### config.mk
export PLATFORM = sky130hd
export DESIGN_NAME = core_wb_regfile_flat
export DESIGN_NICKNAME = d
export VERILOG_FILES = /design/src/rtl/core_wb_regfile_if.sv /design/src/rtl/core_wb_regfile.sv /design/src/flat_wrapper.sv
export SDC_FILE = /design/constraint.sdc
export NUM_CORES = 2
export LEC_CHECK = 0
export ABC_AREA = 0
export BUFFER_PORTS_ARGS = -buffer_cell sky130_fd_sc_hd__buf_2
export CAP_MARGIN = 20
export CORE_UTILIZATION = 35
export DETAILED_ROUTE_END_ITERATION = 12
export PLACE_DENSITY = 0.54
export SLEW_MARGIN = 20
export SYNTH_ARGS = -nofsm -noshare
export SYNTH_HDL_FRONTEND = slang
export SYNTH_SLANG_ARGS = --single-unit
### constraint.sdc
create_clock -name clk -period 3.85 [get_ports clk]
set_input_delay 0.385 -clock clk [delete_from_list [all_inputs] [get_ports clk]]
set_output_delay 0.385 -clock clk [all_outputs]
set_load 0.005 [all_outputs]
### src/rtl/core_wb_regfile_if.sv
// Purpose: bundles the MEM/WB pipeline-register outputs, the two decode-stage
// read ports and the commit trace into one interface.
// Ports (signals):
//   master (pipeline/decode side) drives pc_i, instr_i, imm_i, rsd_idx_i,
//     alu_i, mem_data_i, reg_write_i, mem2reg_i, rs1_idx_i, rs2_idx_i and
//     observes rs1/rs2_data_o, wb_data_o and the commit_*/instret_o outputs.
//   slave (core_wb_regfile) sees the same signals with opposite directions.
interface core_wb_regfile_if #(
  parameter int XLEN = 64,
  parameter int PCW  = 32,
  parameter int IW   = 32,
  parameter int RIDX = 5
);
  logic [PCW-1:0]  pc_i;
  logic [IW-1:0]   instr_i;
  logic [XLEN-1:0] imm_i;
  logic [RIDX-1:0] rsd_idx_i;
  logic [XLEN-1:0] alu_i;
  logic [XLEN-1:0] mem_data_i;
  logic            reg_write_i;
  logic [2:0]      mem2reg_i;
  logic [RIDX-1:0] rs1_idx_i;
  logic [RIDX-1:0] rs2_idx_i;
  logic [XLEN-1:0] rs1_data_o;
  logic [XLEN-1:0] rs2_data_o;
  logic [XLEN-1:0] wb_data_o;
  logic            commit_valid_o;
  logic [PCW-1:0]  commit_pc_o;
  logic [RIDX-1:0] commit_rd_o;
  logic [XLEN-1:0] commit_data_o;
  logic [63:0]     instret_o;

  modport master (
    output pc_i, instr_i, imm_i, rsd_idx_i, alu_i, mem_data_i, reg_write_i,
           mem2reg_i, rs1_idx_i, rs2_idx_i,
    input  rs1_data_o, rs2_data_o, wb_data_o, commit_valid_o, commit_pc_o,
           commit_rd_o, commit_data_o, instret_o
  );

  modport slave (
    input  pc_i, instr_i, imm_i, rsd_idx_i, alu_i, mem_data_i, reg_write_i,
           mem2reg_i, rs1_idx_i, rs2_idx_i,
    output rs1_data_o, rs2_data_o, wb_data_o, commit_valid_o, commit_pc_o,
           commit_rd_o, commit_data_o, instret_o
  );
endinterface

### src/rtl/core_wb_regfile.sv
// Purpose: writeback stage. Selects the writeback value from the MEM/WB
// register, commits it to the integer register file (x0 reads as zero),
// serves two combinational read ports with same-cycle write bypass, and keeps
// a registered commit trace plus a 64-bit retired-instruction counter.
// Ports:
//   clk   - core clock, all state updates on the rising edge
//   rst_n - synchronous active-low reset
//   wb    - core_wb_regfile_if.slave (pipeline inputs, read ports, trace)
module core_wb_regfile #(
  parameter int XLEN         = 64,
  parameter int NREGS        = 32,
  parameter int RIDX         = 5,
  parameter int PCW          = 32,
  parameter int IW           = 32,
  parameter bit CLEAR_ON_RST = 1'b1
) (
  input  logic             clk,
  input  logic             rst_n,
  core_wb_regfile_if.slave wb
);

  logic [XLEN-1:0] rf_q [NREGS];
  logic [XLEN-1:0] pc_ext;
  logic [XLEN-1:0] wb_data;
  logic            rf_we;
  logic            retire;
  logic [XLEN-1:0] rs1_data;
  logic [XLEN-1:0] rs2_data;

  logic            commit_valid_q, commit_valid_d;
  logic [PCW-1:0]  commit_pc_q,    commit_pc_d;
  logic [RIDX-1:0] commit_rd_q,    commit_rd_d;
  logic [XLEN-1:0] commit_data_q,  commit_data_d;
  logic [63:0]     instret_q,      instret_d;

  // PC is zero-extended before any addition so results wrap at 2^XLEN.
  assign pc_ext = {{(XLEN-PCW){1'b0}}, wb.pc_i};

  always_comb begin
    wb_data = wb.alu_i;
    case (wb.mem2reg_i)
      3'b001:  wb_data = wb.mem_data_i;
      3'b010:  wb_data = pc_ext + XLEN'(4);
      3'b011:  wb_data = wb.imm_i;
      3'b100:  wb_data = pc_ext + wb.imm_i;
      default: wb_data = wb.alu_i;
    endcase
  end

  assign rf_we  = wb.reg_write_i && (wb.rsd_idx_i != '0);
  // A bubble still writes: the control bits of the pipeline register decide.
  assign retire = (wb.instr_i != '0);

  // Entry 0 is never written; the read muxes force it to zero anyway.
  always_ff @(posedge clk) begin
    if (!rst_n) begin
      if (CLEAR_ON_RST) begin
        for (int i = 0; i < NREGS; i++) rf_q[i] <= '0;
      end
    end else if (rf_we) begin
      rf_q[wb.rsd_idx_i] <= wb_data;
    end
  end

  // Bypass uses rf_we, so a write aimed at x0 can never leak onto a port.
  always_comb begin
    rs1_data = rf_q[wb.rs1_idx_i];
    if (wb.rs1_idx_i == '0)
      rs1_data = '0;
    else if (rf_we && (wb.rsd_idx_i == wb.rs1_idx_i))
      rs1_data = wb_data;
  end

  always_comb begin
    rs2_data = rf_q[wb.rs2_idx_i];
    if (wb.rs2_idx_i == '0)
      rs2_data = '0;
    else if (rf_we && (wb.rsd_idx_i == wb.rs2_idx_i))
      rs2_data = wb_data;
  end

  // On a bubble only the valid flag drops; the rest of the trace holds.
  always_comb begin
    commit_valid_d = retire;
    commit_pc_d    = commit_pc_q;
    commit_rd_d    = commit_rd_q;
    commit_data_d  = commit_data_q;
    instret_d      = instret_q;
    if (retire) begin
      commit_pc_d   = wb.pc_i;
      commit_rd_d   = rf_we ? wb.rsd_idx_i : '0;
      commit_data_d = rf_we ? wb_data : '0;
      instret_d     = instret_q + 64'd1;
    end
  end

  always_ff @(posedge clk) begin
    if (!rst_n) begin
      commit_valid_q <= 1'b0;
      commit_pc_q    <= '0;
      commit_rd_q    <= '0;
      commit_data_q  <= '0;
      instret_q      <= '0;
    end else begin
      commit_valid_q <= commit_valid_d;
      commit_pc_q    <= commit_pc_d;
      commit_rd_q    <= commit_rd_d;
      commit_data_q  <= commit_data_d;
      instret_q      <= instret_d;
    end
  end

  assign wb.wb_data_o      = wb_data;
  assign wb.rs1_data_o     = rs1_data;
  assign wb.rs2_data_o     = rs2_data;
  assign wb.commit_valid_o = commit_valid_q;
  assign wb.commit_pc_o    = commit_pc_q;
  assign wb.commit_rd_o    = commit_rd_q;
  assign wb.commit_data_o  = commit_data_q;
  assign wb.instret_o      = instret_q;

endmodule

### src/flat_wrapper.sv
// flat-port wrapper written by rule: the top's interface ports become plain ports
module core_wb_regfile_flat 
#(
  parameter int XLEN         = 64,
  parameter int NREGS        = 32,
  parameter int RIDX         = 5,
  parameter int PCW          = 32,
  parameter int IW           = 32,
  parameter bit CLEAR_ON_RST = 1'b1
)
  (clk, rst_n, wb_pc_i, wb_instr_i, wb_imm_i, wb_rsd_idx_i, wb_alu_i, wb_mem_data_i, wb_reg_write_i, wb_mem2reg_i, wb_rs1_idx_i, wb_rs2_idx_i, wb_rs1_data_o, wb_rs2_data_o, wb_wb_data_o, wb_commit_valid_o, wb_commit_pc_o, wb_commit_rd_o, wb_commit_data_o, wb_instret_o);
  core_wb_regfile_if #(.XLEN(XLEN), .PCW(PCW), .IW(IW), .RIDX(RIDX)) wb_i ();
  input  logic clk;
  input  logic rst_n;
  input wire logic [$bits(wb_i.pc_i)-1:0] wb_pc_i;
  input wire logic [$bits(wb_i.instr_i)-1:0] wb_instr_i;
  input wire logic [$bits(wb_i.imm_i)-1:0] wb_imm_i;
  input wire logic [$bits(wb_i.rsd_idx_i)-1:0] wb_rsd_idx_i;
  input wire logic [$bits(wb_i.alu_i)-1:0] wb_alu_i;
  input wire logic [$bits(wb_i.mem_data_i)-1:0] wb_mem_data_i;
  input wire logic [$bits(wb_i.reg_write_i)-1:0] wb_reg_write_i;
  input wire logic [$bits(wb_i.mem2reg_i)-1:0] wb_mem2reg_i;
  input wire logic [$bits(wb_i.rs1_idx_i)-1:0] wb_rs1_idx_i;
  input wire logic [$bits(wb_i.rs2_idx_i)-1:0] wb_rs2_idx_i;
  output wire logic [$bits(wb_i.rs1_data_o)-1:0] wb_rs1_data_o;
  output wire logic [$bits(wb_i.rs2_data_o)-1:0] wb_rs2_data_o;
  output wire logic [$bits(wb_i.wb_data_o)-1:0] wb_wb_data_o;
  output wire logic [$bits(wb_i.commit_valid_o)-1:0] wb_commit_valid_o;
  output wire logic [$bits(wb_i.commit_pc_o)-1:0] wb_commit_pc_o;
  output wire logic [$bits(wb_i.commit_rd_o)-1:0] wb_commit_rd_o;
  output wire logic [$bits(wb_i.commit_data_o)-1:0] wb_commit_data_o;
  output wire logic [$bits(wb_i.instret_o)-1:0] wb_instret_o;
  assign wb_i.pc_i = wb_pc_i;
  assign wb_i.instr_i = wb_instr_i;
  assign wb_i.imm_i = wb_imm_i;
  assign wb_i.rsd_idx_i = wb_rsd_idx_i;
  assign wb_i.alu_i = wb_alu_i;
  assign wb_i.mem_data_i = wb_mem_data_i;
  assign wb_i.reg_write_i = wb_reg_write_i;
  assign wb_i.mem2reg_i = wb_mem2reg_i;
  assign wb_i.rs1_idx_i = wb_rs1_idx_i;
  assign wb_i.rs2_idx_i = wb_rs2_idx_i;
  assign wb_rs1_data_o = wb_i.rs1_data_o;
  assign wb_rs2_data_o = wb_i.rs2_data_o;
  assign wb_wb_data_o = wb_i.wb_data_o;
  assign wb_commit_valid_o = wb_i.commit_valid_o;
  assign wb_commit_pc_o = wb_i.commit_pc_o;
  assign wb_commit_rd_o = wb_i.commit_rd_o;
  assign wb_commit_data_o = wb_i.commit_data_o;
  assign wb_instret_o = wb_i.instret_o;
  core_wb_regfile #(.XLEN(XLEN), .NREGS(NREGS), .RIDX(RIDX), .PCW(PCW), .IW(IW), .CLEAR_ON_RST(CLEAR_ON_RST)) u_core (.clk(clk), .rst_n(rst_n), .wb(wb_i));
endmodule
### Word level (Yosys, flattened, before mapping)

Memory sizes are Yosys's and may differ from the RTL's.
Cells that the tools add are included.

| storage, ports and cells | value |
|---|---|
| bits of input ports | 277 |
| word-level logic and storage cells | 37 |
| output and inout port bits | 358 |
| RAM bits | 2048 |
| memories kept | 1 |
| register bits | 166 |

Memories:

| name | words | width | rd ports | clocked after memory_dff | wr ports | line | RTL |
|---|---|---|---|---|---|---|---|
| u_core.rf_q | 32 | 64 | 2 | 0 | 32 | core_wb_regfile.sv:22 | `logic [XLEN-1:0] rf_q [NREGS];` |

| cells by class | value |
|---|---|
| equality and inequality tests | 6 |
| mux-type cells | 14 |
| reductions and logical operators | 8 |
| $add $sub $neg | 3 |

Operator list:

| kind | number |
|---|---|
| $mux 64 | 6 |
| $pmux 64 s4 | 1 |
| $add 32x64->64 | 1 |
| $add 64x1->64 const B | 1 |
| $reduce_or 64->1 | 1 |
| $add 32x3->33 const B | 1 |
| $reduce_bool 32->1 | 1 |
| $eq 5x5->1 | 2 |
| $logic_not 5->1 | 2 |
| $mux 5 | 2 |
| $eq 3x2->1 const B | 2 |
| $mux 1 | 5 |
| $reduce_bool 5->1 | 1 |
| $eq 3x1->1 const B | 1 |
| $eq 3x3->1 const B | 1 |
| $logic_and 1x1->1 | 3 |

### Depth between registers and ports, before layout

| depth | value |
|---|---|
| depth after elaboration | 7 |
| depth in mapped cells | 14 |
| depth with buffers taken out | 12 |

### Least setup slack after synthesis

No wires, ideal clock.

| timing path | value |
|---|---|
| kind | input -> register |
| from | input wb_rsd_idx_i[3] |
| to | memory u_core.rf_q[8][0], enable pin |
| path slack | -0.205 ns |
| cell stages on the path | 7 |
| data arrival time | 3.367 ns |
| buffers on the path | 2 |
| setup time | 0.688 ns |
| path through | or3_1 -> o31ai_1 -> nor4_1 -> nand2_1 -> clkbuf_1 -> buf_1 -> nand2_1 |

RTL lines:

| element | line | RTL |
|---|---|---|
| from (decl) | flat_wrapper.sv:18 | `input wire logic [$bits(wb_i.rsd_idx_i)-1:0] wb_rsd_idx_i;` |
| to (decl) | core_wb_regfile.sv:22 |  |

### Worst setup path in the final report

| timing path | value |
|---|---|
| from | input wb_pc_i[2] |
| to | output wb_wb_data_o[30] |

| between the ends | value |
|---|---|
| word-level cells in the longest chain between the ends | 2 |
| elaborated cells between the ends (all ways) | 3 |
| those cells by class | 2 x add/sub; 1 x mux |

Ends and longest elaborated chain:

| element | line | RTL |
|---|---|---|
| from (decl) | flat_wrapper.sv:15 | `input wire logic [$bits(wb_i.pc_i)-1:0] wb_pc_i;` |
| $add 32x64->64 / $add 32x3->33 (equally long branches) | core_wb_regfile.sv:45, core_wb_regfile.sv:43 |  |
| $pmux 64 s4 (*) | core_wb_regfile.sv:41 | `case (wb.mem2reg_i)` |
| to (decl) | flat_wrapper.sv:27 | `output wire logic [$bits(wb_i.wb_data_o)-1:0] wb_wb_data_o;` |

Mark *: on every way between the ends. The rest lies on a longest branch, timed or not.

==> flow_metrics.env <==
export IMPL_status="complete, but fails checks"
export IMPL_violations="setup timing"
export IMPL_maxSlewViolCount=0
export IMPL_yosysTopAreaCell="edfxtp_1"
export IMPL_final_util_pct=42.9
export IMPL_ys_seq_area_share_pct=55.6
export IMPL_synth_edff_count=2048
export IMPL_first_iter_violations=13800
export IMPL_syn_inst=8253
export IMPL_crit_path_end_kind="output pin"
export IMPL_timing_setup_tns_ns=-0.171
export IMPL_whs_path_depth=6
export IMPL_synthTopCellsByArea="edfxtp_1 53%, mux4_2 25%, nor2_1 6.8%"
export IMPL_place_gp_congestion=0.968
export IMPL_synth_area_um2=117000
export IMPL_rows=211
export IMPL_htree_num_levels=4
export IMPL_synth_top_area_share_pct=52.8
export IMPL_final_hold_violation_count=0
export IMPL_p_per_area_nw_per_um2=447
export IMPL_maxCapViolations=0
export IMPL_synthToLayoutAreaGrowth_pct=21.6
export IMPL_ys_types=96
export IMPL_clock_latency_ns=1.00
export IMPL_critPathArrivalTime_ns=3.51
export IMPL_startpoint_type="primary input"
export IMPL_clk_pin_slew_ns=0.06
export IMPL_grtUsageTotal_pct=30.6
export IMPL_cts_sinks=2214
export IMPL_gr_total_overflow=0
export IMPL_tightestPinTransition_ns=1.23
export IMPL_cts_buffer_depth=4
export IMPL_power_mw=63.4
export IMPL_nets=9556
export IMPL_synth_xor_area_share_pct=1.01
export IMPL_drc=0
export IMPL_fin_ws_ns=-0.0484
export IMPL_stdcell_count=13800
export IMPL_ff2ff_path_depth=8
export IMPL_coreArea_um2=331000
export IMPL_num_vias=87300
export IMPL_cp_slowest_cell="mux4_2"
export IMPL_synthAdderAreaFrac_pct=0.408
export IMPL_vdd_ir_drop_worst_uv=428
export IMPL_slew_headroom_pct=18.1
export IMPL_placed_cell_area_um2=132000
export IMPL_mostFrequentLayoutCells="2085 x nor2_1, 2048 x edfxtp_1, 1302 x mux4_2"
export IMPL_wl_um=521000
export IMPL_syn_avg_cell_area_um2=14.1
export IMPL_first_pass_iters=5
export IMPL_required_ns=3.46
export IMPL_fin_area_um2=142000
export IMPL_min_period_ns=3.90
export IMPL_fmax_ghz=0.257
export IMPL_drive_gt1_share_pct=36.8
export IMPL_wl_per_cell_um=37.6
export IMPL_antenna_found_initial=40
export IMPL_initial_core_util_pct=35.2
export IMPL_hold_path_class="primary input to flip-flop"
export IMPL_fin_skew_ns=0.00722
export IMPL_place_hpwl_um=320000
export IMPL_grt_max_degree=74
export IMPL_power_leakage_nw=50.5
export IMPL_path_class="primary input to output pin"
export IMPL_cp_max_fo=7
export IMPL_synth_warnings=0
export IMPL_ant_nets=0
export IMPL_final_period_utilization_pct=101
export IMPL_grt_pass1_vias=86900
export IMPL_dpl_cell_count=13300
export IMPL_dieArea_um2=335000
export IMPL_crit_chain="buf_2 -> buf_4 -> ha_1 -> inv_1 -> nor2_1 -> and2_1 -> and4_1 -> xor2_1 -> mux4_2 -> a22o_1 -> a21oi_4 -> buf_12 -> buf_12 -> inv_1 -> buf_2"
export IMPL_dieHeight_um=579
export IMPL_rsz0062_at_grt="true"
export IMPL_die_w_um=579
export IMPL_setup_viol=5
export IMPL_ys_seq_elements=2214
export IMPL_async_flop_share_pct=0
export IMPL_ctsRootBufferMaster="clkbuf_16"
export IMPL_fillCellCount=30000
export IMPL_grt_pass1_wl_um=709000
export IMPL_synth_compound_area_share_pct=3.90
export IMPL_synth_top_family_by_area="multiplexers"
export IMPL_whs_ns=0.0290
export IMPL_viasPerCell=6.31
export IMPL_post_place_ws_ns=-0.735
export IMPL_ys_flop_type="edfxtp_1"
export IMPL_final_common_cell="nor2_1"
export IMPL_cts_buffers=243
export IMPL_io_buffers=634
export IMPL_io_pins=635
export IMPL_synthSimpleGateAreaFrac_pct=10.0
export IMPL_cts_tree="yes"
export IMPL_critPathMaxStageDelay_ns=0.46
export IMPL_synthMuxAreaShare_pct=25.7
cells by family (layout without fill, tap and decap cells):
group                      Yosys count  after routing
AOI/OAI and AO/OA                  681            681
xor gates and xnor gates           135            135
adders and majority gates           38             38
buffers and inverters              975           2116
DFF                               2214           2214
muxes                             1369           1369
other                                1             80
and+or+nand+nor                   2840           2840
registers in the layout, indices dropped and copies added (netlist names):
register / count
u_core.rf_q: 2048
u_core.wb.commit_data_o: 64
u_core.wb.commit_pc_o: 32
u_core.wb.commit_rd_o: 5
u_core.wb.commit_valid_o: 1
u_core.wb.instret_o: 64
what timing repair did:
item / CTS / global route
gates cloned: 0 / 1
endpoints found under the setup margin: 128 / 109
hold buffers: 51 / 0
buffers inserted: 23 / 28
resized for setup: 110 / 101
pin swaps: 31 / 51
hold endpoints to repair: 49 / 0
where the power goes:
| part | leakage, nW | internal (mW) | switching [mW] | total (mW) |
|---|---|---|---|---|
| clock network | 3.93 | 13.7 | 10.5 | 24.2 |
| logic | 25.7 | 4.74 | 6.25 | 11.0 |
| registers | 20.9 | 27.6 | 0.651 | 28.2 |
cell usage after synthesis (all sizes together), types with 23 or more instances:
library cell and instances:
buf 260, ha 34, nand2 322, edfxtp 2048, nor2b 123, dfxtp 166
nor2 2101, nand3 65, mux4 1302, xnor2 67, o21ai 154, a21oi 138
inv 91, nor4 23, and3 27, nor3 70, a211oi 240, nand4 44
clkbuf 622, mux2i 54, o211ai 36, xor2 68
routing by layer:
metal  track usage, %  routed length (um)  vias up
met5            0.170                 190        -
met4             17.1               33500       16
met3             7.34               62000     1356
met1             39.3              187000    45800
met2             47.7              238000     6445
li1                 -                   -    33700
path summary, 6_finish.rpt:
check                                               start                     endpoint  slack (ns)
worst max-delay path                           wb_pc_i[2]             wb_wb_data_o[30]       -0.05
worst min-delay path                         wb_alu_i[54]  u_core.wb.commit_data_o[54]        0.03
worst max register to register    u_core.wb.instret_o[33]      u_core.wb.instret_o[56]        0.87
worst min register to register  u_core.wb.commit_pc_o[18]    u_core.wb.commit_pc_o[18]        0.45
final cells by class:
class	count	area, um^2	share of cell area (%)
antenna	16	40.0	0.0282
clock buffer	290	6400	4.51
clock inverter	168	1660	1.17
inverter	92	360	0.254
multi-input combinational	5127	50100	35.3
sequential	2214	64800	45.7
tap	4366	5460	3.85
timing repair buffer	1566	12900	9.11
worst max-delay path: cells and delay by family:
family                   cells  cell delay [ns]
multiplexers                 1             0.46
adder cells (fa/ha/maj)      1             0.21
AO/OA/AOI/OAI                2             0.47
buffers and inverters        7             1.07
XOR/XNOR                     1             0.17
AND/OR/NAND/NOR              3             0.67
No activity file was read; power rests on OpenSTA's default activity.
